<file path="config.mk">
export PLATFORM = sky130hd
export DESIGN_NAME = fb_access_arbiter
export DESIGN_NICKNAME = d
export VERILOG_FILES = /design/src/rtl/fb_access_arbiter.sv
export SDC_FILE = /design/constraint.sdc
export NUM_CORES = 1
export LEC_CHECK = 0
export ABC_AREA = 1
export CAP_MARGIN = 40
export CORE_MARGIN = 2
export CORE_UTILIZATION = 45
export CTS_BUF_LIST = sky130_fd_sc_hd__clkbuf_8 sky130_fd_sc_hd__clkbuf_16
export DETAILED_ROUTE_END_ITERATION = 7
export PLACE_DENSITY_LB_ADDON = 0.05
export SYNTH_ARGS = -nofsm -noshare
export SYNTH_HDL_FRONTEND = slang
export SYNTH_SLANG_ARGS = --single-unit
export TNS_END_PERCENT = 10
</file>
<file path="constraint.sdc">
create_clock -name CLK -period 1.9 [get_ports CLK]
set_clock_uncertainty 0.15 [all_clocks]
set_input_delay 0.57 -clock CLK [delete_from_list [all_inputs] [get_ports CLK]]
set_output_delay 0.57 -clock CLK [all_outputs]
set_load 0.02 [all_outputs]
</file>
<file path="src/rtl/fb_access_arbiter.sv">
// Frame-buffer access arbiter: VGA scan-out has strict priority over the coprocessor
// port on one single-port 32K x 8 memory. Optional feature macro: FB_OOB_BLANK_EN.
module fb_access_arbiter #(
    parameter int READ_LATENCY = 2,
    parameter int IMG_W        = 160,
    parameter int IMG_H        = 120,
    parameter int STARVE_LIMIT = 64
) (
    input  logic        CLK,
    input  logic        RESET,
    input  logic        vga_req,
    input  logic [9:0]  vga_x,
    input  logic [9:0]  vga_y,
    output logic [7:0]  vga_pixel,
    output logic        vga_pixel_valid,
    input  logic        cp_req,
    input  logic        cp_we,
    input  logic [14:0] cp_addr,
    input  logic [7:0]  cp_wdata,
    output logic        cp_gnt,
    output logic [7:0]  cp_rdata,
    output logic        cp_rvalid,
    output logic        cp_starved,
    output logic        vga_overrun,
    output logic [14:0] mem_addr,
    output logic [7:0]  mem_wdata,
    output logic        mem_we,
    input  logic [7:0]  mem_q
);

    typedef enum logic [1:0] {
        SLOT_IDLE   = 2'd0,
        SLOT_VGA_RD = 2'd1,
        SLOT_CP_RD  = 2'd2,
        SLOT_CP_WR  = 2'd3
    } slot_t;

    typedef struct packed {
        logic vga;
        logic blank;
        logic cp;
    } tag_t;

`ifdef FB_OOB_BLANK_EN
    localparam logic OOB_BLANK = 1'b1;
`else
    localparam logic OOB_BLANK = 1'b0;
`endif

    localparam logic [9:0]  X_END    = 10'(IMG_W * 4);
    localparam logic [9:0]  Y_END    = 10'(IMG_H * 4);
    localparam logic [14:0] IMG_W_L  = 15'(IMG_W);
    localparam int          WAIT_W   = $clog2(STARVE_LIMIT + 1);
    localparam logic [WAIT_W-1:0] WAIT_MAX = WAIT_W'(STARVE_LIMIT);

    // Row offset as a sum of shifted copies of the row, one per set bit of the width.
    function automatic logic [14:0] row_offset(input logic [14:0] row);
        logic [14:0] acc;
        acc = 15'd0;
        for (int i = 0; i < 15; i++) begin
            if (IMG_W_L[i]) begin
                acc = acc + (row << i);
            end else begin
                acc = acc;
            end
        end
        return acc;
    endfunction

    logic [14:0]       vaddr_s;
    logic              oob_s;
    logic              blank_req_s;
    logic              vga_rd_s;
    logic              denied_s;
    slot_t             slot_next_s;
    slot_t             slot_r;
    logic              blank_pend_r;
    logic              prev_vga_r;
    tag_t              tag_in_s;
    tag_t              tag_out_s;
    tag_t              tag_r [READ_LATENCY];
    logic [WAIT_W-1:0] wait_r;
    logic [WAIT_W-1:0] wait_next_s;

    assign vaddr_s     = row_offset({7'd0, vga_y[9:2]}) + {7'd0, vga_x[9:2]};
    assign oob_s       = (vga_x >= X_END) | (vga_y >= Y_END);
    // A blanked VGA request frees the memory slot for the coprocessor.
    assign blank_req_s = OOB_BLANK & vga_req & oob_s;
    assign vga_rd_s    = vga_req & ~blank_req_s;
    assign cp_gnt      = cp_req & ~vga_rd_s & RESET;
    assign denied_s    = cp_req & ~cp_gnt;
    assign tag_out_s   = tag_r[READ_LATENCY-1];

    // Slot selection: VGA first, then the coprocessor, otherwise idle.
    always_comb begin
        slot_next_s = SLOT_IDLE;
        if (vga_rd_s) begin
            slot_next_s = SLOT_VGA_RD;
        end else if (cp_gnt) begin
            slot_next_s = cp_we ? SLOT_CP_WR : SLOT_CP_RD;
        end else begin
            slot_next_s = SLOT_IDLE;
        end
    end

    // Slot state and the registered memory command.
    always_ff @(posedge CLK or negedge RESET) begin
        if (!RESET) begin
            slot_r       <= SLOT_IDLE;
            blank_pend_r <= 1'b0;
            mem_addr     <= 15'd0;
            mem_wdata    <= 8'd0;
            mem_we       <= 1'b0;
        end else begin
            slot_r       <= slot_next_s;
            blank_pend_r <= blank_req_s;
            case (slot_next_s)
                SLOT_VGA_RD: begin
                    mem_addr <= vaddr_s;
                    mem_we   <= 1'b0;
                end
                SLOT_CP_RD, SLOT_CP_WR: begin
                    mem_addr  <= cp_addr;
                    mem_we    <= cp_we;
                    mem_wdata <= cp_wdata;
                end
                default: begin
                    mem_we <= 1'b0;
                end
            endcase
        end
    end

    // Tag for the slot issued last cycle; blanked VGA requests still return a pixel.
    always_comb begin
        tag_in_s       = tag_t'(3'b000);
        tag_in_s.vga   = (slot_r == SLOT_VGA_RD) | blank_pend_r;
        tag_in_s.blank = blank_pend_r;
        tag_in_s.cp    = (slot_r == SLOT_CP_RD);
    end

    // Tag shift register tracking reads in flight through the memory.
    always_ff @(posedge CLK or negedge RESET) begin
        if (!RESET) begin
            for (int i = 0; i < READ_LATENCY; i++) begin
                tag_r[i] <= tag_t'(3'b000);
            end
        end else begin
            tag_r[0] <= tag_in_s;
            for (int i = 1; i < READ_LATENCY; i++) begin
                tag_r[i] <= tag_r[i-1];
            end
        end
    end

    // Return stage: route registered memory data to the tagged owner.
    always_ff @(posedge CLK or negedge RESET) begin
        if (!RESET) begin
            vga_pixel       <= 8'd0;
            vga_pixel_valid <= 1'b0;
            cp_rdata        <= 8'd0;
            cp_rvalid       <= 1'b0;
        end else begin
            vga_pixel_valid <= tag_out_s.vga;
            cp_rvalid       <= tag_out_s.cp;
            if (tag_out_s.vga) begin
                vga_pixel <= tag_out_s.blank ? 8'h00 : mem_q;
            end else begin
                vga_pixel <= vga_pixel;
            end
            if (tag_out_s.cp) begin
                cp_rdata <= mem_q;
            end else begin
                cp_rdata <= cp_rdata;
            end
        end
    end

    // Saturating count of consecutive denied coprocessor cycles.
    always_comb begin
        wait_next_s = {WAIT_W{1'b0}};
        if (denied_s) begin
            if (wait_r == WAIT_MAX) begin
                wait_next_s = wait_r;
            end else begin
                wait_next_s = wait_r + WAIT_W'(1);
            end
        end else begin
            wait_next_s = {WAIT_W{1'b0}};
        end
    end

    // Sticky starvation and overrun flags.
    always_ff @(posedge CLK or negedge RESET) begin
        if (!RESET) begin
            wait_r      <= {WAIT_W{1'b0}};
            cp_starved  <= 1'b0;
            prev_vga_r  <= 1'b0;
            vga_overrun <= 1'b0;
        end else begin
            wait_r      <= wait_next_s;
            cp_starved  <= cp_starved | (wait_next_s == WAIT_MAX);
            prev_vga_r  <= vga_req;
            vga_overrun <= vga_overrun | (vga_req & prev_vga_r);
        end
    end

endmodule

</file>
Word level (Yosys, flattened, before mapping). Cells that the tools add are included.

Register bits after elaboration: 58. Input bits: 56. Output and inout port bits: 45.

Mux-type cells: 7. Add/subtract/negate cells: 3. Eq/ne operators: 7. Reduce and logical (&&, ||, !) cells: 2. Bitwise gates (word level): 8.

Operators with widths (count): $pmux W15 S2 (1); $add A13 B15 Y15 (1); $add A15 B8 Y15 (1); $eq A7 B7 Y1 const B (2); $mux W7 (2); $add A7 B1 Y7 const B (1); $eq A2 B2 Y1 const B (3); $and A1 B1 Y1 (4); $eq A2 B1 Y1 const B (2); $mux W2 (2); $mux W1 (2); $not A1 Y1 (2); $or A1 B1 Y1 (2); $reduce_bool A2 Y1 (1); $reduce_or A2 Y1 (1).

Longest topological paths before layout.
Word-level depth: 8. Gate-level depth with buffers: 12. Gate-level depth less buffers: 12.

Worst setup path after synthesis. No wires, ideal clock.

Path kind: in2reg. Start: input port vga_x[9]. End: register mem_addr[12]. Data arrival time: 2.119 ns. Library setup time: 0.123 ns. Setup slack: -0.492 ns. Data required time: 1.627 ns. Cell stages on the path: 10. Cells stage by stage: inv_1 fa_1 inv_1 fa_1 nand2_1 nand2_1 nand3b_1 a21oi_1 o21ai_0 nand2_1.

Cells in the longest elaborated chain, start to end: 2.

Ends and longest elaborated chain: start, declared (line 12) `input logic [9:0] vga_x,`; $add A15 B8 Y15 (line 85) `assign vaddr_s = row_offset({7'd0, vga_y[9:2]}) + {7'd0, vga_x[9:2]};`; $pmux W15 S2 (line 117) `case (slot_next_s)`; end signal, assigned (line 119) `mem_addr <= vaddr_s;`; end signal, assigned (line 123) `mem_addr <= cp_addr;`; end, declared (line 25) `output logic [14:0] mem_addr,`.

Every way passes these cells. A chain may end at the register's enable or synchronous reset.

Worst setup path after layout.
Start: input port vga_y[2]. End: register mem_addr[12].

Cells in the longest elaborated chain, start to end: 3.

Ends and longest elaborated chain: start, declared (line 13) `input logic [9:0] vga_y,`; $add A13 B15 Y15 (line 62) `acc = acc + (row << i);`; $add A15 B8 Y15 (line 85); $pmux W15 S2 (line 117).

Every way passes these cells.

==> metrics.md <==
| Metric | Value |
|---|---|
| Status | finished with violations |
| Violated checks | setup timing |
| Power Dens Cells | between 700 and 800 nW/um2 |
| Utilization after layout | slightly above 70% |
| Initial antenna violation count | 0 |
| Worst skew pair latency | between 0.3 and 0.4 ns |
| CP max stage delay | 0.54 ns |
| Slew Limit Fails | 0 |
| Worst setup path class | in2reg |
| GR Util met1 | 23.6% |
| Worst vdd ir | ~530 uV |
| Starting DRT DRC Count | 79 |
| Die span in y | around 84 um |
| Post-route cell area | about 4500 um2 |
| Met2 usage | about a third |
| Vias in the first global route | ~2.6k |
| Antenna-violating nets left | 0 |
| Endpoints failing setup | 6 |
| Max-Cap Viols | 0 |
| Hold_ws | 0.197 ns |
| Die ar. | a little over 7000 um2 |
| Synth cell types | 28 |
| Post-Route Setup TNS | -0.574 ns |
| Ys async rst share | between 90% and 100% |
| Setup ws final | -0.141 ns |
| Main synth FF type | dfrtp_1 |
| Crit path from | vga_y[2] |
| Clock share of power | 27.7% |
| CP max-delay cell | fa_1 |
| GRT Overall Usage | 20.5% |
| Static Leakage | between 2 and 2.5 nW |
| Post-Syn Instances | 321 |
| Crit path max fanout | 3 |
| Worst min-delay path class | in2async |
| Total number of vias | between 2k and 3k |
| Core area | approximately 6300 um2 |
| RR Startpoint | wait_r[0]$_DFF_PN0_ |
| NetSw | around 1.1 mW |
| Worst setup SP type | primary input |
| GR Overflow Total | 0 |
| Rel. slew slack | between 60 and 70% |
| Number of synthesized flops with an enable pin | 0 |
| Sequential Power Share | between 40 and 50% |
| Multi-input gate area | 1420 um2 |
| R2r setup slk | approximately 0.3 ns |
| Synthesized Nets | 396 |
| CTS Root Cell | clkbuf_8 |
| Die width | 84.1 um |
| Critical Path Sink | mem_addr[12]$_DFFE_PN0P_ |
| Worst R2R End | cp_starved$_DFF_PN0_ |
| Level count of the clock H-tree | 3 |
| PortBufs | between 90 and 100 |
| Clock buffer depth | 2 |
| DP Wirelength | 4800 um |
| Post-DR wirelength/cell | approximately 12 um |
| Worst Reg-to-Reg Cells | 11 |
| Clock transition at path regs | 0.07 ns |
| Met3 Use GR | 5.34% |
| Synth Register Bits | 58 |
| Worst-Margin Slew | 0.533 ns |
| Register area | between 1000 and 1500 um2 |
| Fmax | 490 MHz |
| Share of cells above drive strength 1 | between 20% and 30% |
| Ys Warns | 0 |
| Logic gate share of total power | between 30% and 40% |
| IO Pins | 101 |
| Pint | approximately 2.4 mW |
| Final hold viol count | 0 |
| Busiest grt layer | met2 |
| CTS tree | done |
| Worst path cell trace | buf_8 -> inv_4 -> fa_1 -> inv_2 -> fa_2 -> nand2_2 -> nand2_4 -> nand3b_1 -> a21oi_2 -> o21ai_1 -> nand2_1 |
| First-pass GRT wire length | about 11,000 um |
| Post-Place Cells | ~500 |
| Placer congestion estimate | 0.860 |
| Final worst path period share | 107% |
| DRT Pass-1 Iters | 4 |
| Cell Count, Final, Fillers Out | roughly 530 |
| Switching Share | ~32% |
| Post-route minimum period | between 2 and 2.5 ns |
| Initial Utilization | approximately 46% |
| Post-layout net count | between 500 and 600 |
| Pre-CTS setup slack | -1.03 ns |
| Final WL | roughly 6600 um |
| Drt via density | between 4 and 5 |
| Post-Syn Area | a little under 3000 um2 |
| RSZ-0062 raised after global routing | yes |
| Ant diodes | 0 |
| Sequential share of the synthesized area | 50.3% |
| Avg Inst Size Synth | 8.98 um2 |
| # DRC | 0 |
| Total power | about 3.5 mW |
| Synthesis-to-layout area growth | 54.8% |
| Worst path arrival time | ~2.1 ns |
| Filler instances | approximately 510 |
| Inserted Clock Buffers | 9 |
| FP Rows | 29 |
| DP Area | between 4000 and 5000 um2 |
| Largest net degree at the start of global routing | 60 |
| CTS Sinks | 58 |
| Worst Path Required | just under 2 ns |
| Worst setup EP type | register |
-- cell usage in the layout (no fill, tap or decap), types with 4 or more instances in the layout --
cell type / count
nand2_1: 100
inv_2: 5
buf_12: 4
clkdlybuf4s50_1: 37
ha_1: 5
dlygate4sd2_1: 51
ha_4: 11
nand2_2: 4
buf_4: 24
nand3_1: 26
dfrtp_1: 58
a21oi_2: 5
clkbuf_8: 9
nor2_1: 21
mux2_2: 16
o21ai_1: 4
inv_1: 33
-- timing repair --
| action | 4_1_cts | 5_1_grt |
|---|---|---|
| endpoints found under the hold margin | 0 | 0 |
| hold buffers | 0 | 0 |
| resized for setup | 96 | 11 |
| pin swaps | 23 | 10 |
| buffers inserted | 1 | 1 |
| setup endpoints to repair | 53 | 9 |
-- final cells by class --
type,count,share of cell area [%]
Sequential cell,58,32.5
Multi-Input combinational cell,215,31.7
Timing Repair Buffer,125,26.2
Inverter,40,3.59
Clock buffer,9,2.78
Tap cell,77,2.16
Clock inverter,7,1.04
-- cell families (layout without fill, tap and decap cells) --
| kind of cell | count (synthesis) | after routing | share of synthesized area, % |
|---|---|---|---|
| DFF | 58 | 58 | 50.3 |
| xor gates and xnor gates | 3 | 3 | 0.911 |
| muxes | 16 | 16 | 6.25 |
| adders and majority gates | 19 | 19 | 8.76 |
| AOI/OAI and AO/OA | 15 | 15 | 3.38 |
| buffers and inverters | 48 | 181 | 6.94 |
| and+or+nand+nor | 162 | 162 | 23.4 |
-- registers in the layout, indices dropped and copies added (netlist names) --
signal,count
mem_wdata,8
mem_we,1
cp_rdata,8
vga_overrun,1
wait_r,7
slot_r,2
cp_starved,1
tag_r,2
tag_out_s,2
vga_pixel_valid,1
mem_addr,15
vga_pixel,8
prev_vga_r,1
cp_rvalid,1
-- critical path, delay by kind of cell --
family	cells	cell delay (ns)
AOI/OAI and AO/OA	2	0.20
buffers and inverters	3	0.16
adders and majority gates	2	0.88
and+or+nand+nor	4	0.32
-- per-layer routing --
layer / vias up / routed length (um)
met5: - / 0
met4: 0 / 215
met3: 22 / 244
met2: 70 / 3420
met1: 1195 / 2750
li1: 1269 / -
-- worst min-delay path by stage --
stage | to | slack, ns
2_1_floorplan | cp_rdata[0]$_DFFE_PN0P_ | 0.12
3_3_place_gp | tag_out_s[0]$_DFF_PN0_ | 0.18
3_5_place_dp | tag_out_s[0]$_DFF_PN0_ | 0.19
4_1_cts | tag_out_s[0]$_DFF_PN0_ | 0.20
5_1_grt | tag_out_s[0]$_DFF_PN0_ | 0.22
6_report | wait_r[4]$_DFF_PN0_ | 0.20
-- synth_stat cells (2+ instances only) --
library cell,instances,share of area [%]
a21oi_1,6,1.0
buf_2,4,0.69
buf_4,2,0.52
dfrtp_1,58,50
fa_1,2,1.4
ha_1,17,7.4
inv_1,36,4.7
inv_2,4,0.52
mux2_2,16,6.2
nand2_1,103,13
nand2_2,2,0.43
nand3_1,28,4.9
nand3b_1,2,0.52
nand4_1,3,0.65
nor2_1,21,2.7
o21ai_0,3,0.52
o21ai_1,2,0.35
xor2_1,2,0.61
-- power groups by stage --
stage,Sequential (mW),Combinational [mW],Clock [mW]
6_report,1.47,1.04,0.961
5_1_grt,1.49,1.14,1.05
3_5_place_dp,1.50,1.07,0
2_1_floorplan,1.67,0.331,0
3_3_place_gp,1.49,1.06,0
4_1_cts,1.47,1.03,0.991
No activity file was read; power rests on OpenSTA's default activity.
